**src/rtl/sprite_move_scheduler_if.sv**
```systemverilog
// Bus between the sprite move scheduler and the shared position updater.
// The scheduler presents one sprite's state; the updater answers combinationally.
interface sprite_move_scheduler_if;
  logic [10:0] upd_cur_x;
  logic [9:0]  upd_cur_y;
  logic [3:0]  upd_dir;
  logic [2:0]  upd_sprite;
  logic [10:0] upd_new_x;
  logic [9:0]  upd_new_y;

  modport master (
    output upd_cur_x,
    output upd_cur_y,
    output upd_dir,
    output upd_sprite,
    input  upd_new_x,
    input  upd_new_y
  );

  modport slave (
    input  upd_cur_x,
    input  upd_cur_y,
    input  upd_dir,
    input  upd_sprite,
    output upd_new_x,
    output upd_new_y
  );
endinterface

```
**src/rtl/sprite_move_scheduler.sv**
```systemverilog
// Sweeps the five sprites through one shared position updater per tick,
// owns the position registers and flags ghost/pacman collisions.
module sprite_move_scheduler #(
  parameter int          SETTLE_CYCLES = 2,
  parameter int          NUM_SPRITES   = 5,
  parameter logic [10:0] RST_X0 = 11'd1367,
  parameter logic [10:0] RST_X1 = 11'd1399,
  parameter logic [10:0] RST_X2 = 11'd439,
  parameter logic [10:0] RST_X3 = 11'd1031,
  parameter logic [10:0] RST_X4 = 11'd1415,
  parameter logic [9:0]  RST_Y0 = 10'd306,
  parameter logic [9:0]  RST_Y1 = 10'd130,
  parameter logic [9:0]  RST_Y2 = 10'd434,
  parameter logic [9:0]  RST_Y3 = 10'd402,
  parameter logic [9:0]  RST_Y4 = 10'd66
) (
  input  logic        clk,
  input  logic        rst,
  input  logic        tick,
  input  logic        freeze,
  input  logic [3:0]  pac_dir,
  input  logic [15:0] ghost_dir,
  sprite_move_scheduler_if.master upd,
  output logic [54:0] pos_x,
  output logic [49:0] pos_y,
  output logic        busy,
  output logic        frame_done,
  output logic [3:0]  collision,
  output logic        overrun
);

  localparam int CW = (SETTLE_CYCLES > 1) ?
                      $clog2(SETTLE_CYCLES) : 1;
  localparam logic [2:0] LAST = 3'(NUM_SPRITES - 1);
  localparam logic [54:0] RX = {RST_X4, RST_X3, RST_X2,
                                RST_X1, RST_X0};
  localparam logic [49:0] RY = {RST_Y4, RST_Y3, RST_Y2,
                                RST_Y1, RST_Y0};

  typedef enum logic [2:0] {
    IDLE, LOAD, WAIT, STORE, DONE
  } state_t;

  state_t        state;
  logic [2:0]    idx;
  logic [2:0]    idx_nx;
  logic [CW-1:0] cnt;
  logic [19:0]   dir_q;
  logic [3:0]    coll_nx;

  assign idx_nx = idx + 3'd1;

  // Last sprite is compared on the value being stored this cycle,
  // so collision lands together with frame_done.
  always_comb begin
    coll_nx = '0;
    for (int g = 1; g < 4; g++) begin
      coll_nx[g-1] = (pos_x[11*g +: 11] == pos_x[10:0]) &&
                     (pos_y[10*g +: 10] == pos_y[9:0]);
    end
    coll_nx[3] = (upd.upd_new_x == pos_x[10:0]) &&
                 (upd.upd_new_y == pos_y[9:0]);
  end

  always_ff @(posedge clk) begin
    if (rst) begin
      state          <= IDLE;
      idx            <= '0;
      cnt            <= '0;
      dir_q          <= '0;
      pos_x          <= RX;
      pos_y          <= RY;
      busy           <= 1'b0;
      frame_done     <= 1'b0;
      collision      <= '0;
      overrun        <= 1'b0;
      upd.upd_cur_x  <= '0;
      upd.upd_cur_y  <= '0;
      upd.upd_dir    <= '0;
      upd.upd_sprite <= '0;
    end else begin
      frame_done <= 1'b0;
      if (tick && state != IDLE)
        overrun <= 1'b1;
      unique case (state)
        IDLE: begin
          if (tick && !freeze) begin
            dir_q          <= {ghost_dir, pac_dir};
            idx            <= '0;
            upd.upd_cur_x  <= pos_x[10:0];
            upd.upd_cur_y  <= pos_y[9:0];
            upd.upd_dir    <= pac_dir;
            upd.upd_sprite <= '0;
            busy           <= 1'b1;
            state          <= LOAD;
          end
        end
        LOAD: begin
          cnt   <= CW'(SETTLE_CYCLES - 1);
          state <= WAIT;
        end
        WAIT: begin
          if (cnt != '0)
            cnt <= cnt - 1'b1;
          else
            state <= STORE;
        end
        STORE: begin
          pos_x[11*int'(idx) +: 11] <= upd.upd_new_x;
          pos_y[10*int'(idx) +: 10] <= upd.upd_new_y;
          if (idx == LAST) begin
            frame_done <= 1'b1;
            collision  <= coll_nx;
            state      <= DONE;
          end else begin
            idx            <= idx_nx;
            upd.upd_cur_x  <= pos_x[11*int'(idx_nx) +: 11];
            upd.upd_cur_y  <= pos_y[10*int'(idx_nx) +: 10];
            upd.upd_dir    <= dir_q[4*int'(idx_nx) +: 4];
            upd.upd_sprite <= idx_nx;
            state          <= LOAD;
          end
        end
        DONE: begin
          busy  <= 1'b0;
          state <= IDLE;
        end
        default: begin
          busy  <= 1'b0;
          state <= IDLE;
        end
      endcase
    end
  end

endmodule
```
**src/flat_wrapper.sv**
```systemverilog
// flat-port wrapper written by rule: the top's interface ports become plain ports
module sprite_move_scheduler_flat 
#(
  parameter int          SETTLE_CYCLES = 2,
  parameter int          NUM_SPRITES   = 5,
  parameter logic [10:0] RST_X0 = 11'd1367,
  parameter logic [10:0] RST_X1 = 11'd1399,
  parameter logic [10:0] RST_X2 = 11'd439,
  parameter logic [10:0] RST_X3 = 11'd1031,
  parameter logic [10:0] RST_X4 = 11'd1415,
  parameter logic [9:0]  RST_Y0 = 10'd306,
  parameter logic [9:0]  RST_Y1 = 10'd130,
  parameter logic [9:0]  RST_Y2 = 10'd434,
  parameter logic [9:0]  RST_Y3 = 10'd402,
  parameter logic [9:0]  RST_Y4 = 10'd66
)
  (clk, rst, tick, freeze, pac_dir, ghost_dir, pos_x, pos_y, busy, frame_done, collision, overrun, upd_upd_cur_x, upd_upd_cur_y, upd_upd_dir, upd_upd_sprite, upd_upd_new_x, upd_upd_new_y);
  sprite_move_scheduler_if upd_i ();
  input  logic clk;
  input  logic rst;
  input  logic tick;
  input  logic freeze;
  input  logic [3:0] pac_dir;
  input  logic [15:0] ghost_dir;
  output logic [54:0] pos_x;
  output logic [49:0] pos_y;
  output logic busy;
  output logic frame_done;
  output logic [3:0] collision;
  output logic overrun;
  output wire logic [$bits(upd_i.upd_cur_x)-1:0] upd_upd_cur_x;
  output wire logic [$bits(upd_i.upd_cur_y)-1:0] upd_upd_cur_y;
  output wire logic [$bits(upd_i.upd_dir)-1:0] upd_upd_dir;
  output wire logic [$bits(upd_i.upd_sprite)-1:0] upd_upd_sprite;
  input wire logic [$bits(upd_i.upd_new_x)-1:0] upd_upd_new_x;
  input wire logic [$bits(upd_i.upd_new_y)-1:0] upd_upd_new_y;
  assign upd_upd_cur_x = upd_i.upd_cur_x;
  assign upd_upd_cur_y = upd_i.upd_cur_y;
  assign upd_upd_dir = upd_i.upd_dir;
  assign upd_upd_sprite = upd_i.upd_sprite;
  assign upd_i.upd_new_x = upd_upd_new_x;
  assign upd_i.upd_new_y = upd_upd_new_y;
  sprite_move_scheduler #(.SETTLE_CYCLES(SETTLE_CYCLES), .NUM_SPRITES(NUM_SPRITES), .RST_X0(RST_X0), .RST_X1(RST_X1), .RST_X2(RST_X2), .RST_X3(RST_X3), .RST_X4(RST_X4), .RST_Y0(RST_Y0), .RST_Y1(RST_Y1), .RST_Y2(RST_Y2), .RST_Y3(RST_Y3), .RST_Y4(RST_Y4)) u_core (.clk(clk), .rst(rst), .tick(tick), .freeze(freeze), .pac_dir(pac_dir), .ghost_dir(ghost_dir), .upd(upd_i), .pos_x(pos_x), .pos_y(pos_y), .busy(busy), .frame_done(frame_done), .collision(collision), .overrun(overrun));
endmodule
```
**config.mk**
```make
export PLATFORM = sky130hd
export DESIGN_NAME = sprite_move_scheduler_flat
export DESIGN_NICKNAME = d
export VERILOG_FILES = /design/src/rtl/sprite_move_scheduler_if.sv /design/src/rtl/sprite_move_scheduler.sv /design/src/flat_wrapper.sv
export SDC_FILE = /design/constraint.sdc
export NUM_CORES = 1
export LEC_CHECK = 0
export CAP_MARGIN = 20
export CORE_UTILIZATION = 55
export CTS_CLUSTER_DIAMETER = 80
export DETAILED_ROUTE_END_ITERATION = 7
export DONT_BUFFER_PORTS = 1
export PLACE_DENSITY = 0.8
export SLEW_MARGIN = 20
export SYNTH_ARGS = -nofsm -noshare
export SYNTH_HDL_FRONTEND = slang
export SYNTH_SLANG_ARGS = --single-unit
```
**constraint.sdc**
```tcl
create_clock -name clk -period 4.8 [get_ports clk]
set_clock_uncertainty 0.05 [all_clocks]
set_input_delay 1.44 -clock clk [delete_from_list [all_inputs] [get_ports clk]]
set_output_delay 1.44 -clock clk [all_outputs]
set_load 0.01 [all_outputs]
```
==> impl_metrics.json <==
{
  "synth_xor_xnor_area_share_pct": 8.18,
  "r2r_slack_ns": 0.67,
  "clkPwrFrac_pct": 45.5,
  "cts_tree": "yes",
  "rsz0062_at_grt": "no",
  "critPathBufInv": 3,
  "port_buffers": 0,
  "clock_sinks": 164,
  "htreeDepth": 4,
  "pin_count": 185,
  "cellPowerDensity_nw_per_um2": 311,
  "postSynthAreaPerCell_um2": 8.23,
  "grt_pass1_vias": 8618,
  "synth_compound_area_share_pct": 19.2,
  "path_delay_family": "compound AO/OA/AOI/OAI gates",
  "grt-ovfl-total": 0,
  "worst_ep_arrival_time_ns": 4.40,
  "die_x_um": 135,
  "slew_viol_final": 0,
  "yosysWarnings": 0,
  "swShare_pct": 27.2,
  "track_usage_pct": 39.5,
  "finalSetupTns_ns": 0,
  "async_flop_share_pct": 0,
  "cts_resized": 0,
  "power_frac_comb_pct": 9.5,
  "place_area_um2": 9760,
  "cpMaxStageDelayCell": "a2111oi_1",
  "grt_max_degree": 121,
  "cts_buffers": 17,
  "synth_edf_count": 0,
  "clock_latency_ns": 0.44,
  "wl_per_cell_um": 26.6,
  "cts_setup_buffers": 0,
  "hp-class": "reg2reg",
  "synth_flop_cell": "dfxtp_1",
  "synth_cell_type_count": 83,
  "vias": 9605,
  "start_util_pct": 56.3,
  "globalplace.congestion": 1.05,
  "drtIter0Drc": 1534,
  "relSlewSlack_pct": 22.9,
  "min_to": "u_core.dir_q[14]",
  "antenna_cells": 0,
  "die-area_um2": 18200,
  "peakVddDrop_v": 0.000263,
  "cts_buffer_depth": 2,
  "drc": 0,
  "setup_ws_ns": 0.674,
  "die_y_um": 135,
  "synthCells": 1183,
  "crit_required_ns": 5.08,
  "dp.cells": 1323,
  "crit_type": "reg2reg",
  "intPower_w": 0.00235,
  "netlist_area_um2": 9730,
  "worst_pin_slew_ns": 1.15,
  "place_hpwl_um": 25500,
  "cpPeakStageDelay_ns": 1.05,
  "critPathLaunchType": "register",
  "cts-root-buf": "clkbuf_16",
  "cts_hold_buf": 0,
  "area_growth_pct": 6.65,
  "coreArea_um2": 17300,
  "crit_path_frequent_cell": "inv_1",
  "status": "completed",
  "placementRows": 48,
  "p_sw_w": 0.000878,
  "seq_power_share_pct": 45.0,
  "worstHoldPathCells": 2,
  "dp_slack_ns": 0.631,
  "drive_gt1_share_pct": 9.20,
  "cap_violations": 0,
  "hold_viol": 0,
  "syn_nets": 1240,
  "max_freq_ghz": 0.242,
  "path_clk_slew_ns": 0.07,
  "cp_cell_sequence": "buf_4, inv_1, ha_2, inv_1, ha_1, a2111oi_1, o221ai_1, mux2i_1, nor2_1",
  "synth_top_family_by_area": "simple AND/OR/NAND/NOR gates",
  "period_needed_ns": 4.13,
  "antenna_found_initial": 0,
  "hold_start": "u_core.dir_q[14]",
  "reg2reg_depth": 9,
  "finalCritPeriodShare_pct": 86.0,
  "synthMuxAreaShare_pct": 9.41,
  "synth-simple-area-share_pct": 22.2,
  "ys_ff_latch": 164,
  "seq_area_frac_synth_pct": 33.7,
  "critPathMaxFanout": 65,
  "grt_pass1_wl_um": 53900,
  "mostFrequentLayoutCells": "163 x dfxtp_1, 146 x nand2_1, 82 x nor2_1, 82 x a21oi_1, 75 x nand3_1",
  "postLayoutCellArea_um2": 10400,
  "reg2reg_from": "u_core.upd.upd_sprite[0]",
  "viasPerCell": 7.09,
  "r2r_end": "u_core.pos_y[42]",
  "routed_wl_um": 36100,
  "drtAntennaViolNets": 0,
  "synthAdderAreaFrac_pct": 1.54,
  "fin_cells": 1355,
  "endpoint_kind": "register",
  "layout_commonest_cell": "dfxtp_1",
  "worst-path-stages": 9,
  "fin_nets": 1174,
  "dr.pass1.iters": 8,
  "setup_viol": 0,
  "p_leak_nw": 3.83
}
-- cell usage after synthesis, types with 3 or more instances --
master / n / share of area, %
a21oi_1: 82 / 4.2
o2bb2ai_1: 21 / 1.9
nor3_1: 45 / 2.3
buf_1: 4 / 0.15
or3_1: 3 / 0.19
nor2_1: 83 / 3.2
or2_2: 3 / 0.19
mux2_2: 10 / 1.2
ha_1: 12 / 1.5
o32a_1: 3 / 0.31
nor4_1: 22 / 1.4
and2_1: 9 / 0.58
nor4_2: 3 / 0.39
o21ai_0: 25 / 1.3
a22oi_1: 5 / 0.39
buf_4: 4 / 0.31
nand3_1: 75 / 3.9
buf_6: 3 / 0.35
a211oi_1: 9 / 0.69
xnor2_1: 35 / 3.2
o31ai_1: 4 / 0.31
nand3b_1: 3 / 0.23
xor2_1: 54 / 4.9
a221oi_1: 23 / 2.1
dfxtp_1: 164 / 34
nand2b_1: 4 / 0.26
a311oi_1: 3 / 0.27
mux4_2: 5 / 1.2
clkbuf_1: 78 / 3.0
o22ai_1: 9 / 0.58
o211ai_1: 6 / 0.46
buf_2: 23 / 1.2
o221ai_1: 4 / 0.36
mux2i_1: 69 / 7.1
nor2b_1: 4 / 0.26
nand2_1: 146 / 5.6
inv_1: 17 / 0.66
a22o_1: 21 / 1.9
nand4_1: 26 / 1.7
o2111ai_1: 5 / 0.45
a211o_1: 3 / 0.27
-- worst max-delay path by stage --
| stage | startpoint | to | slack [ns] |
|---|---|---|---|
| CTS | u_core.upd.upd_sprite[0] | u_core.pos_y[12] | 0.60 |
| floorplan | u_core.upd.upd_sprite[0] | u_core.pos_y[11] | 1.38 |
| finish | u_core.upd.upd_sprite[0] | u_core.pos_y[42] | 0.67 |
| global route | u_core.upd.upd_sprite[0] | u_core.pos_y[32] | 0.52 |
| detailed placement | u_core.upd.upd_sprite[0] | u_core.pos_y[12] | 0.63 |
| global placement | u_core.upd.upd_sprite[0] | u_core.pos_y[12] | 0.75 |
-- final cells by class --
type                       instances  area [µm²]
timing repair buffer              27         203
inverter                          18        67.6
clock buffer                      19         433
tap                              225         282
multi-input combinational        889        5920
clock inverter                    13         184
sequential                       164        3280
fill                            1535        6920
-- power groups by stage --
stage | Sequential, W | Clock, W | Combinational [W]
after detailed placement | 0.00148 | 0 | 0.000298
final | 0.00145 | 0.00147 | 0.000308
after floorplan | 0.00146 | 0 | 0.000250
after global routing | 0.00146 | 0.00153 | 0.000330
after global placement | 0.00148 | 0 | 0.000295
after CTS | 0.00145 | 0.00147 | 0.000300
-- stage by stage --
step / util, % / hold WS [ns] / power (W)
CTS: 60.0 / 0.402 / 0.00322
detailed placement: 56.4 / 0.392 / 0.00178
global route: 60.0 / 0.432 / 0.00332
finish: 60.0 / 0.405 / 0.00323
floorplan: - / 0.383 / 0.00171
global placement: 56.4 / 0.389 / 0.00178
-- routing by layer --
metal,vias up,wire (µm),track usage [%]
li1,4159,-,-
met1,4526,13800,51.3
met2,778,15400,57.4
met3,142,5160,14.8
met4,0,1740,18.7
met5,-,0,0
-- state kept, by name (all words and copies together) (netlist names) --
name	cells
u_core.overrun	1
u_core.collision	4
u_core.upd.upd_cur_x	11
u_core.upd.upd_cur_y	10
u_core.upd.upd_dir	4
u_core.cnt	1
u_core.dir_q	20
u_core.pos_x	55
u_core.frame_done	1
u_core.busy	1
u_core.pos_y	50
u_core.state	3
u_core.upd.upd_sprite	3
-- cells by family after synthesis --
| family | after synthesis |
|---|---|
| AOI/OAI and AO/OA | 258 |
| xor gates and xnor gates | 90 |
| and+or+nand+nor | 445 |
| adders and majority gates | 12 |
| buffers and inverters | 130 |
| DFF | 164 |
| muxes | 84 |
-- worst register-to-register path, cell delays in order (launching register included) --
cell and delay [ns]:
dfxtp_2 0.33, buf_4 0.67, inv_1 0.30, ha_2 0.36
inv_1 0.11, ha_1 0.45, a2111oi_1 1.05, o221ai_1 0.39
mux2i_1 0.23, nor2_1 0.06
(Power assumes the default switching activity.)
